[src/rtl/mem_arbiter_pkg.sv]
// -----------------------------------------------------------------------------
// mem_arbiter_pkg
// Shared definitions for the memory-port arbiter: FSM state encoding, bus and
// command widths, the buffered-store record and the round-robin pick helper.
// -----------------------------------------------------------------------------
package mem_arbiter_pkg;

  localparam int ADDR_W = 32;
  localparam int XLEN   = 32;
  // One buffered store: address plus data.
  localparam int CMD_W  = ADDR_W + XLEN;

  typedef enum logic [1:0] {
    ST_IDLE = 2'd0,
    ST_IRD  = 2'd1,
    ST_DRD  = 2'd2,
    ST_WR   = 2'd3
  } arb_state_t;

  typedef struct packed {
    logic [ADDR_W-1:0] addr;
    logic [XLEN-1:0]   data;
  } wcmd_t;

  // Class-level round robin. After an instruction read the other classes go
  // first (W, D, I); otherwise instruction fetch leads (I, W, D). W and D are
  // mutually exclusive by construction, so their relative order never matters.
  function automatic arb_state_t rr_pick(input logic last_i,
                                         input logic el_i,
                                         input logic el_w,
                                         input logic el_d);
    arb_state_t pick;
    pick = ST_IDLE;
    if (last_i) begin
      if (el_w)      pick = ST_WR;
      else if (el_d) pick = ST_DRD;
      else if (el_i) pick = ST_IRD;
    end else begin
      if (el_i)      pick = ST_IRD;
      else if (el_w) pick = ST_WR;
      else if (el_d) pick = ST_DRD;
    end
    return pick;
  endfunction

endpackage

[src/rtl/mem_arbiter_if.sv]
// -----------------------------------------------------------------------------
// mem_arbiter_if
// Bundles the core-side request ports and the external memory port of the
// arbiter.
//   i_iread_en/i_iaddr, o_iread_vd/o_inst      : instruction-fetch miss port
//   i_read_en/i_write_en/i_memaddr/i_write_data: data port (loads, stores)
//   o_read_vd/o_read_data                      : load return
//   o_wbuf_full/o_wbuf_ovf                     : posted write buffer status
//   o_mem_*/i_mem_ack/i_mem_rdata              : external memory port
// slave  : the arbiter side (drives the o_* signals)
// master : the core + memory side (drives the i_* signals)
// -----------------------------------------------------------------------------
interface mem_arbiter_if;
  import mem_arbiter_pkg::*;

  logic              i_iread_en;
  logic [ADDR_W-1:0] i_iaddr;
  logic              o_iread_vd;
  logic [XLEN-1:0]   o_inst;

  logic              i_read_en;
  logic              i_write_en;
  logic [ADDR_W-1:0] i_memaddr;
  logic [XLEN-1:0]   i_write_data;
  logic              o_read_vd;
  logic [XLEN-1:0]   o_read_data;

  logic              o_wbuf_full;
  logic              o_wbuf_ovf;

  logic              o_mem_req;
  logic              o_mem_we;
  logic [ADDR_W-1:0] o_mem_addr;
  logic [XLEN-1:0]   o_mem_wdata;
  logic              i_mem_ack;
  logic [XLEN-1:0]   i_mem_rdata;

  modport slave (
    input  i_iread_en, i_iaddr,
    input  i_read_en, i_write_en, i_memaddr, i_write_data,
    input  i_mem_ack, i_mem_rdata,
    output o_iread_vd, o_inst, o_read_vd, o_read_data,
    output o_wbuf_full, o_wbuf_ovf,
    output o_mem_req, o_mem_we, o_mem_addr, o_mem_wdata
  );

  modport master (
    output i_iread_en, i_iaddr,
    output i_read_en, i_write_en, i_memaddr, i_write_data,
    output i_mem_ack, i_mem_rdata,
    input  o_iread_vd, o_inst, o_read_vd, o_read_data,
    input  o_wbuf_full, o_wbuf_ovf,
    input  o_mem_req, o_mem_we, o_mem_addr, o_mem_wdata
  );

endinterface

[src/rtl/mem_arbiter_wbuf_fifo.sv]
// -----------------------------------------------------------------------------
// wbuf_fifo
// Posted write buffer: a power-of-two deep FIFO whose head is always visible.
// A write is accepted when there is room, or when the buffer is full but the
// head leaves in the same cycle.
//   clk, rst   : clock, synchronous active-high reset (pointers and count)
//   wr_en_i    : write request, wr_data_i: entry to store
//   rd_en_i    : pop request (ignored when empty)
//   push_o     : write accepted this cycle
//   pop_o      : head removed this cycle
//   full_o     : count == DEPTH, empty_o: count == 0
//   count_o    : registered occupancy
//   head_o     : oldest entry
// -----------------------------------------------------------------------------
module wbuf_fifo #(
  parameter int DEPTH = 4,
  parameter int WIDTH = 64
) (
  input  logic                     clk,
  input  logic                     rst,
  input  logic                     wr_en_i,
  input  logic [WIDTH-1:0]         wr_data_i,
  input  logic                     rd_en_i,
  output logic                     push_o,
  output logic                     pop_o,
  output logic                     full_o,
  output logic                     empty_o,
  output logic [$clog2(DEPTH):0]   count_o,
  output logic [WIDTH-1:0]         head_o
);

  localparam int PTR_W = $clog2(DEPTH);
  localparam int CNT_W = PTR_W + 1;
  localparam logic [CNT_W-1:0] FULL_CNT = CNT_W'(DEPTH);

  logic [WIDTH-1:0] mem_q [DEPTH];
  logic [PTR_W-1:0] wr_ptr_q, wr_ptr_d;
  logic [PTR_W-1:0] rd_ptr_q, rd_ptr_d;
  logic [CNT_W-1:0] count_q, count_d;

  assign full_o  = (count_q == FULL_CNT);
  assign empty_o = (count_q == '0);
  assign pop_o   = rd_en_i && !empty_o;
  // A pop in the same cycle frees the slot the incoming entry needs.
  assign push_o  = wr_en_i && (!full_o || pop_o);
  assign head_o  = mem_q[rd_ptr_q];
  assign count_o = count_q;

  // Pointers wrap naturally because DEPTH is a power of two.
  always_comb begin
    wr_ptr_d = wr_ptr_q;
    rd_ptr_d = rd_ptr_q;
    count_d  = count_q;
    if (push_o) wr_ptr_d = wr_ptr_q + 1'b1;
    if (pop_o)  rd_ptr_d = rd_ptr_q + 1'b1;
    case ({push_o, pop_o})
      2'b10:   count_d = count_q + 1'b1;
      2'b01:   count_d = count_q - 1'b1;
      default: count_d = count_q;
    endcase
  end

  always_ff @(posedge clk) begin
    if (rst) begin
      wr_ptr_q <= '0;
      rd_ptr_q <= '0;
      count_q  <= '0;
    end else begin
      wr_ptr_q <= wr_ptr_d;
      rd_ptr_q <= rd_ptr_d;
      count_q  <= count_d;
    end
  end

  // Entry storage carries no reset; occupancy alone defines validity.
  always_ff @(posedge clk) begin
    if (push_o) mem_q[wr_ptr_q] <= wr_data_i;
  end

endmodule

[src/rtl/mem_arbiter.sv]
// -----------------------------------------------------------------------------
// mem_arbiter
// Shares one 32-bit external memory port between the instruction-fetch miss
// port and the data port. Stores are posted into a write buffer; instruction
// reads, buffered writes and data reads are granted round-robin by class.
//   clk, rst : clock, synchronous active-high reset
//   bus      : mem_arbiter_if.slave carrying the core request/response ports,
//              write-buffer status and the external memory request port.
// One transaction at a time: a grant in IDLE drives a registered request that
// holds until i_mem_ack, then the FSM returns to IDLE for at least one cycle.
// -----------------------------------------------------------------------------
module mem_arbiter
  import mem_arbiter_pkg::*;
#(
  parameter int WBUF_DEPTH = 4
) (
  input  logic          clk,
  input  logic          rst,
  mem_arbiter_if.slave  bus
);

  localparam int CNT_W = $clog2(WBUF_DEPTH) + 1;

  arb_state_t        state_q, state_d;
  logic              last_i_q, last_i_d;
  logic              ivd_q, ivd_d;
  logic              dvd_q, dvd_d;
  logic [XLEN-1:0]   inst_q, inst_d;
  logic [XLEN-1:0]   rdata_q, rdata_d;
  logic              req_q, req_d;
  logic              we_q, we_d;
  logic [ADDR_W-1:0] addr_q, addr_d;
  logic [XLEN-1:0]   wdata_q, wdata_d;
  logic              ovf_q, ovf_d;

  wcmd_t             wb_in;
  wcmd_t             wb_head;
  logic              wb_push;
  logic              wb_pop;
  logic              wb_full;
  logic              wb_empty;
  logic [CNT_W-1:0]  wb_count;

  logic              el_i, el_w, el_d;
  arb_state_t        grant;

  assign wb_in = '{addr: bus.i_memaddr, data: bus.i_write_data};

  wbuf_fifo #(
    .DEPTH (WBUF_DEPTH),
    .WIDTH (CMD_W)
  ) u_wbuf (
    .clk       (clk),
    .rst       (rst),
    .wr_en_i   (bus.i_write_en),
    .wr_data_i (wb_in),
    .rd_en_i   ((state_q == ST_WR) && bus.i_mem_ack),
    .push_o    (wb_push),
    .pop_o     (wb_pop),
    .full_o    (wb_full),
    .empty_o   (wb_empty),
    .count_o   (wb_count),
    .head_o    (wb_head)
  );

  // A requester is masked during its own vd pulse: its cache hit only drops
  // the request one cycle later.
  assign el_i = bus.i_iread_en && !ivd_q;
  assign el_w = !wb_empty;
  // Loads wait until no store is buffered or landing this cycle, which gives
  // read-after-write ordering without address compare or forwarding.
  assign el_d = bus.i_read_en && !dvd_q && (wb_count == '0) && !wb_push;

  assign grant = rr_pick(last_i_q, el_i, el_w, el_d);

  always_comb begin
    state_d  = state_q;
    last_i_d = last_i_q;
    ivd_d    = 1'b0;
    dvd_d    = 1'b0;
    inst_d   = inst_q;
    rdata_d  = rdata_q;
    req_d    = req_q;
    we_d     = we_q;
    addr_d   = addr_q;
    wdata_d  = wdata_q;
    ovf_d    = ovf_q | (bus.i_write_en && !wb_push);

    case (state_q)
      ST_IDLE: begin
        // i_mem_ack is ignored here.
        state_d = grant;
        case (grant)
          ST_IRD: begin
            req_d   = 1'b1;
            we_d    = 1'b0;
            addr_d  = bus.i_iaddr;
            wdata_d = '0;
          end
          ST_DRD: begin
            req_d   = 1'b1;
            we_d    = 1'b0;
            addr_d  = bus.i_memaddr;
            wdata_d = '0;
          end
          ST_WR: begin
            req_d   = 1'b1;
            we_d    = 1'b1;
            addr_d  = wb_head.addr;
            wdata_d = wb_head.data;
          end
          default: begin
            req_d = 1'b0;
          end
        endcase
      end

      ST_IRD: begin
        if (bus.i_mem_ack) begin
          state_d  = ST_IDLE;
          req_d    = 1'b0;
          we_d     = 1'b0;
          addr_d   = '0;
          wdata_d  = '0;
          inst_d   = bus.i_mem_rdata;
          ivd_d    = 1'b1;
          last_i_d = 1'b1;
        end
      end

      ST_DRD: begin
        if (bus.i_mem_ack) begin
          state_d  = ST_IDLE;
          req_d    = 1'b0;
          we_d     = 1'b0;
          addr_d   = '0;
          wdata_d  = '0;
          rdata_d  = bus.i_mem_rdata;
          dvd_d    = 1'b1;
          last_i_d = 1'b0;
        end
      end

      ST_WR: begin
        // The ack pops the buffer head in this same edge.
        if (wb_pop) begin
          state_d  = ST_IDLE;
          req_d    = 1'b0;
          we_d     = 1'b0;
          addr_d   = '0;
          wdata_d  = '0;
          last_i_d = 1'b0;
        end
      end

      default: begin
        state_d = ST_IDLE;
      end
    endcase
  end

  // Reset abandons any in-flight transaction; the request drops next cycle.
  always_ff @(posedge clk) begin
    if (rst) begin
      state_q  <= ST_IDLE;
      last_i_q <= 1'b0;
      ivd_q    <= 1'b0;
      dvd_q    <= 1'b0;
      inst_q   <= '0;
      rdata_q  <= '0;
      req_q    <= 1'b0;
      we_q     <= 1'b0;
      addr_q   <= '0;
      wdata_q  <= '0;
      ovf_q    <= 1'b0;
    end else begin
      state_q  <= state_d;
      last_i_q <= last_i_d;
      ivd_q    <= ivd_d;
      dvd_q    <= dvd_d;
      inst_q   <= inst_d;
      rdata_q  <= rdata_d;
      req_q    <= req_d;
      we_q     <= we_d;
      addr_q   <= addr_d;
      wdata_q  <= wdata_d;
      ovf_q    <= ovf_d;
    end
  end

  assign bus.o_iread_vd  = ivd_q;
  assign bus.o_inst      = inst_q;
  assign bus.o_read_vd   = dvd_q;
  assign bus.o_read_data = rdata_q;
  assign bus.o_wbuf_full = wb_full;
  assign bus.o_wbuf_ovf  = ovf_q;
  assign bus.o_mem_req   = req_q;
  assign bus.o_mem_we    = we_q;
  assign bus.o_mem_addr  = addr_q;
  assign bus.o_mem_wdata = wdata_q;

endmodule

[src/flat_wrapper.sv]
// flat-port wrapper written by rule: the top's interface ports become plain ports
module mem_arbiter_flat import mem_arbiter_pkg::*;
#(
  parameter int WBUF_DEPTH = 4
)
  (clk, rst, bus_i_iread_en, bus_i_iaddr, bus_i_read_en, bus_i_write_en, bus_i_memaddr, bus_i_write_data, bus_i_mem_ack, bus_i_mem_rdata, bus_o_iread_vd, bus_o_inst, bus_o_read_vd, bus_o_read_data, bus_o_wbuf_full, bus_o_wbuf_ovf, bus_o_mem_req, bus_o_mem_we, bus_o_mem_addr, bus_o_mem_wdata);
  mem_arbiter_if bus_i ();
  input  logic clk;
  input  logic rst;
  input wire logic [$bits(bus_i.i_iread_en)-1:0] bus_i_iread_en;
  input wire logic [$bits(bus_i.i_iaddr)-1:0] bus_i_iaddr;
  input wire logic [$bits(bus_i.i_read_en)-1:0] bus_i_read_en;
  input wire logic [$bits(bus_i.i_write_en)-1:0] bus_i_write_en;
  input wire logic [$bits(bus_i.i_memaddr)-1:0] bus_i_memaddr;
  input wire logic [$bits(bus_i.i_write_data)-1:0] bus_i_write_data;
  input wire logic [$bits(bus_i.i_mem_ack)-1:0] bus_i_mem_ack;
  input wire logic [$bits(bus_i.i_mem_rdata)-1:0] bus_i_mem_rdata;
  output wire logic [$bits(bus_i.o_iread_vd)-1:0] bus_o_iread_vd;
  output wire logic [$bits(bus_i.o_inst)-1:0] bus_o_inst;
  output wire logic [$bits(bus_i.o_read_vd)-1:0] bus_o_read_vd;
  output wire logic [$bits(bus_i.o_read_data)-1:0] bus_o_read_data;
  output wire logic [$bits(bus_i.o_wbuf_full)-1:0] bus_o_wbuf_full;
  output wire logic [$bits(bus_i.o_wbuf_ovf)-1:0] bus_o_wbuf_ovf;
  output wire logic [$bits(bus_i.o_mem_req)-1:0] bus_o_mem_req;
  output wire logic [$bits(bus_i.o_mem_we)-1:0] bus_o_mem_we;
  output wire logic [$bits(bus_i.o_mem_addr)-1:0] bus_o_mem_addr;
  output wire logic [$bits(bus_i.o_mem_wdata)-1:0] bus_o_mem_wdata;
  assign bus_i.i_iread_en = bus_i_iread_en;
  assign bus_i.i_iaddr = bus_i_iaddr;
  assign bus_i.i_read_en = bus_i_read_en;
  assign bus_i.i_write_en = bus_i_write_en;
  assign bus_i.i_memaddr = bus_i_memaddr;
  assign bus_i.i_write_data = bus_i_write_data;
  assign bus_i.i_mem_ack = bus_i_mem_ack;
  assign bus_i.i_mem_rdata = bus_i_mem_rdata;
  assign bus_o_iread_vd = bus_i.o_iread_vd;
  assign bus_o_inst = bus_i.o_inst;
  assign bus_o_read_vd = bus_i.o_read_vd;
  assign bus_o_read_data = bus_i.o_read_data;
  assign bus_o_wbuf_full = bus_i.o_wbuf_full;
  assign bus_o_wbuf_ovf = bus_i.o_wbuf_ovf;
  assign bus_o_mem_req = bus_i.o_mem_req;
  assign bus_o_mem_we = bus_i.o_mem_we;
  assign bus_o_mem_addr = bus_i.o_mem_addr;
  assign bus_o_mem_wdata = bus_i.o_mem_wdata;
  mem_arbiter #(.WBUF_DEPTH(WBUF_DEPTH)) u_core (.clk(clk), .rst(rst), .bus(bus_i));
endmodule
[config.mk]
export PLATFORM = sky130hd
export DESIGN_NAME = mem_arbiter_flat
export DESIGN_NICKNAME = d
export VERILOG_FILES = /design/src/rtl/mem_arbiter_pkg.sv /design/src/rtl/mem_arbiter_if.sv /design/src/rtl/mem_arbiter_wbuf_fifo.sv /design/src/rtl/mem_arbiter.sv /design/src/flat_wrapper.sv
export SDC_FILE = /design/constraint.sdc
export NUM_CORES = 1
export LEC_CHECK = 0
export CAP_MARGIN = 30
export CORE_UTILIZATION = 50
export DETAILED_ROUTE_END_ITERATION = 8
export PLACE_DENSITY = 0.74
export SLEW_MARGIN = 20
export SYNTH_ARGS = -nofsm -noshare
export SYNTH_HDL_FRONTEND = slang
export SYNTH_HIERARCHICAL = 1
export SYNTH_SLANG_ARGS = --single-unit
[constraint.sdc]
create_clock -name clk -period 9.1 [get_ports clk]
set_input_delay 1.82 -clock clk [delete_from_list [all_inputs] [get_ports clk]]
set_output_delay 1.82 -clock clk [all_outputs]
set_load 0.05 [all_outputs]
==> run_results.csv <==
group,metric,value,unit
logic_synthesis,synthXorXnorAreaFrac,0.169,%
cells_and_area,drive_above_1_share,12.1,%
cells_and_area,final.fill_count,2243,
sta,hold_viol_final,0,
global_route,track_usage,22.5,%
logic_synthesis,synth_compound_area_share,11.1,%
clocking,cts_hold_buf,0,
job,drv_cap,0,
pwr,total_power,4.69,mW
pwr,leakage,6.47,nW
global_route,grt_pass1_vias,9727,
worst_setup_path,crit_path_start_kind,"input pin",
worst_setup_path,rrSetupSlack,5130,ps
sta,period_needed,5270,ps
drt,vias_per_cell,5.65,
sta,rsz0062_at_grt,"false",
placed_design,dpl.hpwl,22400,µm
logic_synthesis,synth.distinct_cells,45,
logic_synthesis,synth_cells,1064,
logic_synthesis,synth_nets,1213,
die,dieArea,0.0318,mm²
sta,slew_violations,0,
logic_synthesis,synth_area,0.0155,mm²
worst_setup_path,crit_start,"bus_i_mem_ack",
sta,skew,15.9,ps
worst_setup_path,reg2reg_to,"u_core/bus.o_mem_addr[23]",
die,die_height,178,µm
worst_setup_path,r2r_start,"u_core/state_q[1]",
logic_synthesis,avgSynthCellArea,14.6,µm²
clocking,worstSkewPairLatency,530,ps
die,die_w,178,µm
worst_setup_path,arrival,5660,ps
die,core,0.0306,mm²
cells_and_area,register_area,0.0106,mm²
drt,wl_per_cell,20.8,µm
logic_synthesis,synth_top_family_by_area,"compound AO/OA/AOI/OAI gates",
global_route,grt_remaining_overflow,0,
drt,route.detailed.drc,0,
global_route,grt_pass1_wl,54200,µm
global_route,grt_start_max_net_pins,65,
logic_synthesis,synth_fa_ha_area_share,1.26,%
logic_synthesis,yosys_most_used_dff,"edfxtp_1",
logic_synthesis,synth_edf_count,256,
clocking,clkTransAtPathRegs,60,ps
cells_and_area,multi_input_area,0.00434,mm²
logic_synthesis,ys_seq_area_share,68.1,%
worst_setup_path,r2r_cells,14,
outcome,status,"finished clean",
sta,fin_crit_sh,57.9,%
clocking,htree_levels,2,
clocking,cts_resized,0,
cells_and_area,area_growth,27.7,%
clocking,clockRootBuffer,"clkbuf_16",
clocking,cts_buffers,40,
sta,relSlewSlack,40.3,%
clocking,cts_tree,"built",
logic_synthesis,synth-seq-cells,401,
die,rows,64,
worst_setup_path,path_class,"in2reg",
placed_design,io_buffers,267,
drt,vias,9840,
worst_setup_path,required,9500,ps
drt,routed_wl,36200,µm
clocking,clock-sinks,401,
worst_setup_path,path_max_fanout,34,
placed_design,gp_congestion,0.816,
logic_synthesis,synthMuxAreaShare,9.53,%
global_route,antenna_found_initial,3,
clocking,postCtsSetupBuffers,0,
drt,drtAntennaViolNets,0,
die,initial_core_util,50.8,%
die,num_io_pins,268,
drt,drtIter0Drc,696,
worst_setup_path,crit_end,"u_core/bus.o_mem_addr[23]",
logic_synthesis,synthArstFlopShare,0,%
drt,drt_first_pass_iters,5,
sta,tns,0,ps
sta,fmax,190,MHz
pwr,vdd_drop_max,0.000149,V
pwr,power_density,236,mW/mm²
clocking,clockBufferDepth,3,
logic_synthesis,yosys.area_share.simple,5.65,%
logic_synthesis,yosysWarnings,6,
min_path,min_path_type,"reg2reg",
sta,tightest_slew,896,ps
sta,finalSetupViolCount,0,
worst_setup_path,end_kind,"flip-flop",
cells_and_area,nNetsFinal,1460,
-- worst max-delay path, cell delays in order --
cell and delay [ps]:
clkdlybuf4s50_1 590, and2_1 200, inv_1 80, a21boi_4 300
or4bb_1 180, a2bb2oi_1 340, inv_1 120, ha_1 220
buf_4 260, nor4b_4 250, buf_4 340, or3_1 600
buf_8 250, o31ai_1 100
-- layout make-up --
| class | instances | area share [%] |
|---|---|---|
| Multi-Input combinational cell | 533 | 21.9 |
| Sequential cell | 401 | 53.4 |
| Tap cell | 396 | 2.50 |
| Inverter | 46 | 0.870 |
| Antenna cell | 2 | 0.0252 |
| Clock buffer | 60 | 5.90 |
| Timing Repair Buffer | 289 | 14.8 |
| Clock inverter | 14 | 0.655 |
-- layer usage --
layer	up-vias	part of all wire (%)	GRT usage, %
li1	4547	-	-
met1	4846	40	28.5
met2	370	49	37.4
met3	75	7.3	4.77
met4	2	3.6	9.46
met5	-	0.036	0
-- power breakdown --
part	internal, mW	total, mW	switching [mW]
logic	0.322	0.941	0.619
registers	2.07	2.13	0.0618
clock network	0.950	1.62	0.666
-- Yosys cell counts (5+ instances only) --
master      n  share of area [%]
a21oi_1   103                3.3
dfxtp_1   145                 19
inv_1      46                1.1
and2_1      7               0.28
ha_1       14                1.1
nand2_1   163                3.9
buf_2       8               0.26
clkbuf_1   58                1.4
a22o_1     34                1.9
o311ai_0   33                1.9
edfxtp_1  256                 49
o32ai_1    32                1.8
nor2_1     11               0.27
o31ai_1    32                1.5
buf_6       6               0.43
mux4_2     60                8.7
nand2b_1    5               0.20
buf_12      6               0.77
-- placed cells by master (no fill, tap or decap), types with 14 or more instances in the layout --
master and count:
o31ai_1 32, o311ai_0 33, dfxtp_1 143, clkdlybuf4s50_1 266, a22o_1 34, buf_4 17, mux4_2 60, edfxtp_1 256
ha_1 14, clkbuf_16 41, inv_1 45, nand2_1 163, a21oi_1 103, o32ai_1 32
-- worst min-delay path by stage --
stage | start | endpoint | slack, ps | cells past startpoint
after global routing | u_core/bus.o_read_data[0] | u_core/bus.o_read_data[0] | 470 | 2
final | u_core/bus.o_inst[0] | u_core/bus.o_inst[0] | 450 | 2
after detailed placement | u_core/bus.o_inst[29] | u_core/bus.o_inst[29] | 450 | 2
after floorplan | u_core/u_wbuf/rd_ptr_q[1] | flip-flop | 460 | 2
after global placement | u_core/bus.o_inst[31] | u_core/bus.o_inst[31] | 440 | 2
after CTS | u_core/bus.o_inst[29] | u_core/bus.o_inst[29] | 450 | 2
-- registers in the layout, summed over array words and instances, names as in the netlist, 2 cells and up, named ones only --
name / flops
u_core/bus.o_inst: 32
u_core/bus.o_mem_addr: 32
u_core/bus.o_mem_wdata: 32
u_core/bus.o_read_data: 32
u_core/state_q: 2
u_core/u_wbuf/count_o: 3
u_core/u_wbuf/mem_q: 256
u_core/u_wbuf/rd_ptr_q: 2
u_core/u_wbuf/wr_ptr_q: 2
-- stage by stage --
stage / setup WS (ps) / hold slack [ps] / instance area, µm² / instances / util [%]
2_1_floorplan: 4860 / 459 / 15500 / 1064 / -
3_3_place_gp: 3200 / 441 / 18400 / 1659 / 60.1
3_5_place_dp: 3390 / 446 / 18500 / 1664 / 60.5
4_1_cts: 3920 / 454 / 19800 / 1738 / 64.8
5_1_grt: 3460 / 470 / 19900 / 1741 / 64.9
6_report: 3830 / 451 / 19900 / 1741 / 64.9
-- kinds of logic (layout without fill, tap and decap cells) --
family                     Yosys count  after routing
DFF                                401            401
AOI/OAI and AO/OA                  245            245
xor gates and xnor gates             3              3
buffers and inverters              130            409
adders and majority gates           15             15
other                                0              2
muxes                               66             66
and+or+nand+nor                    204            204
Note: power is estimated with default switching activity, not from simulation.
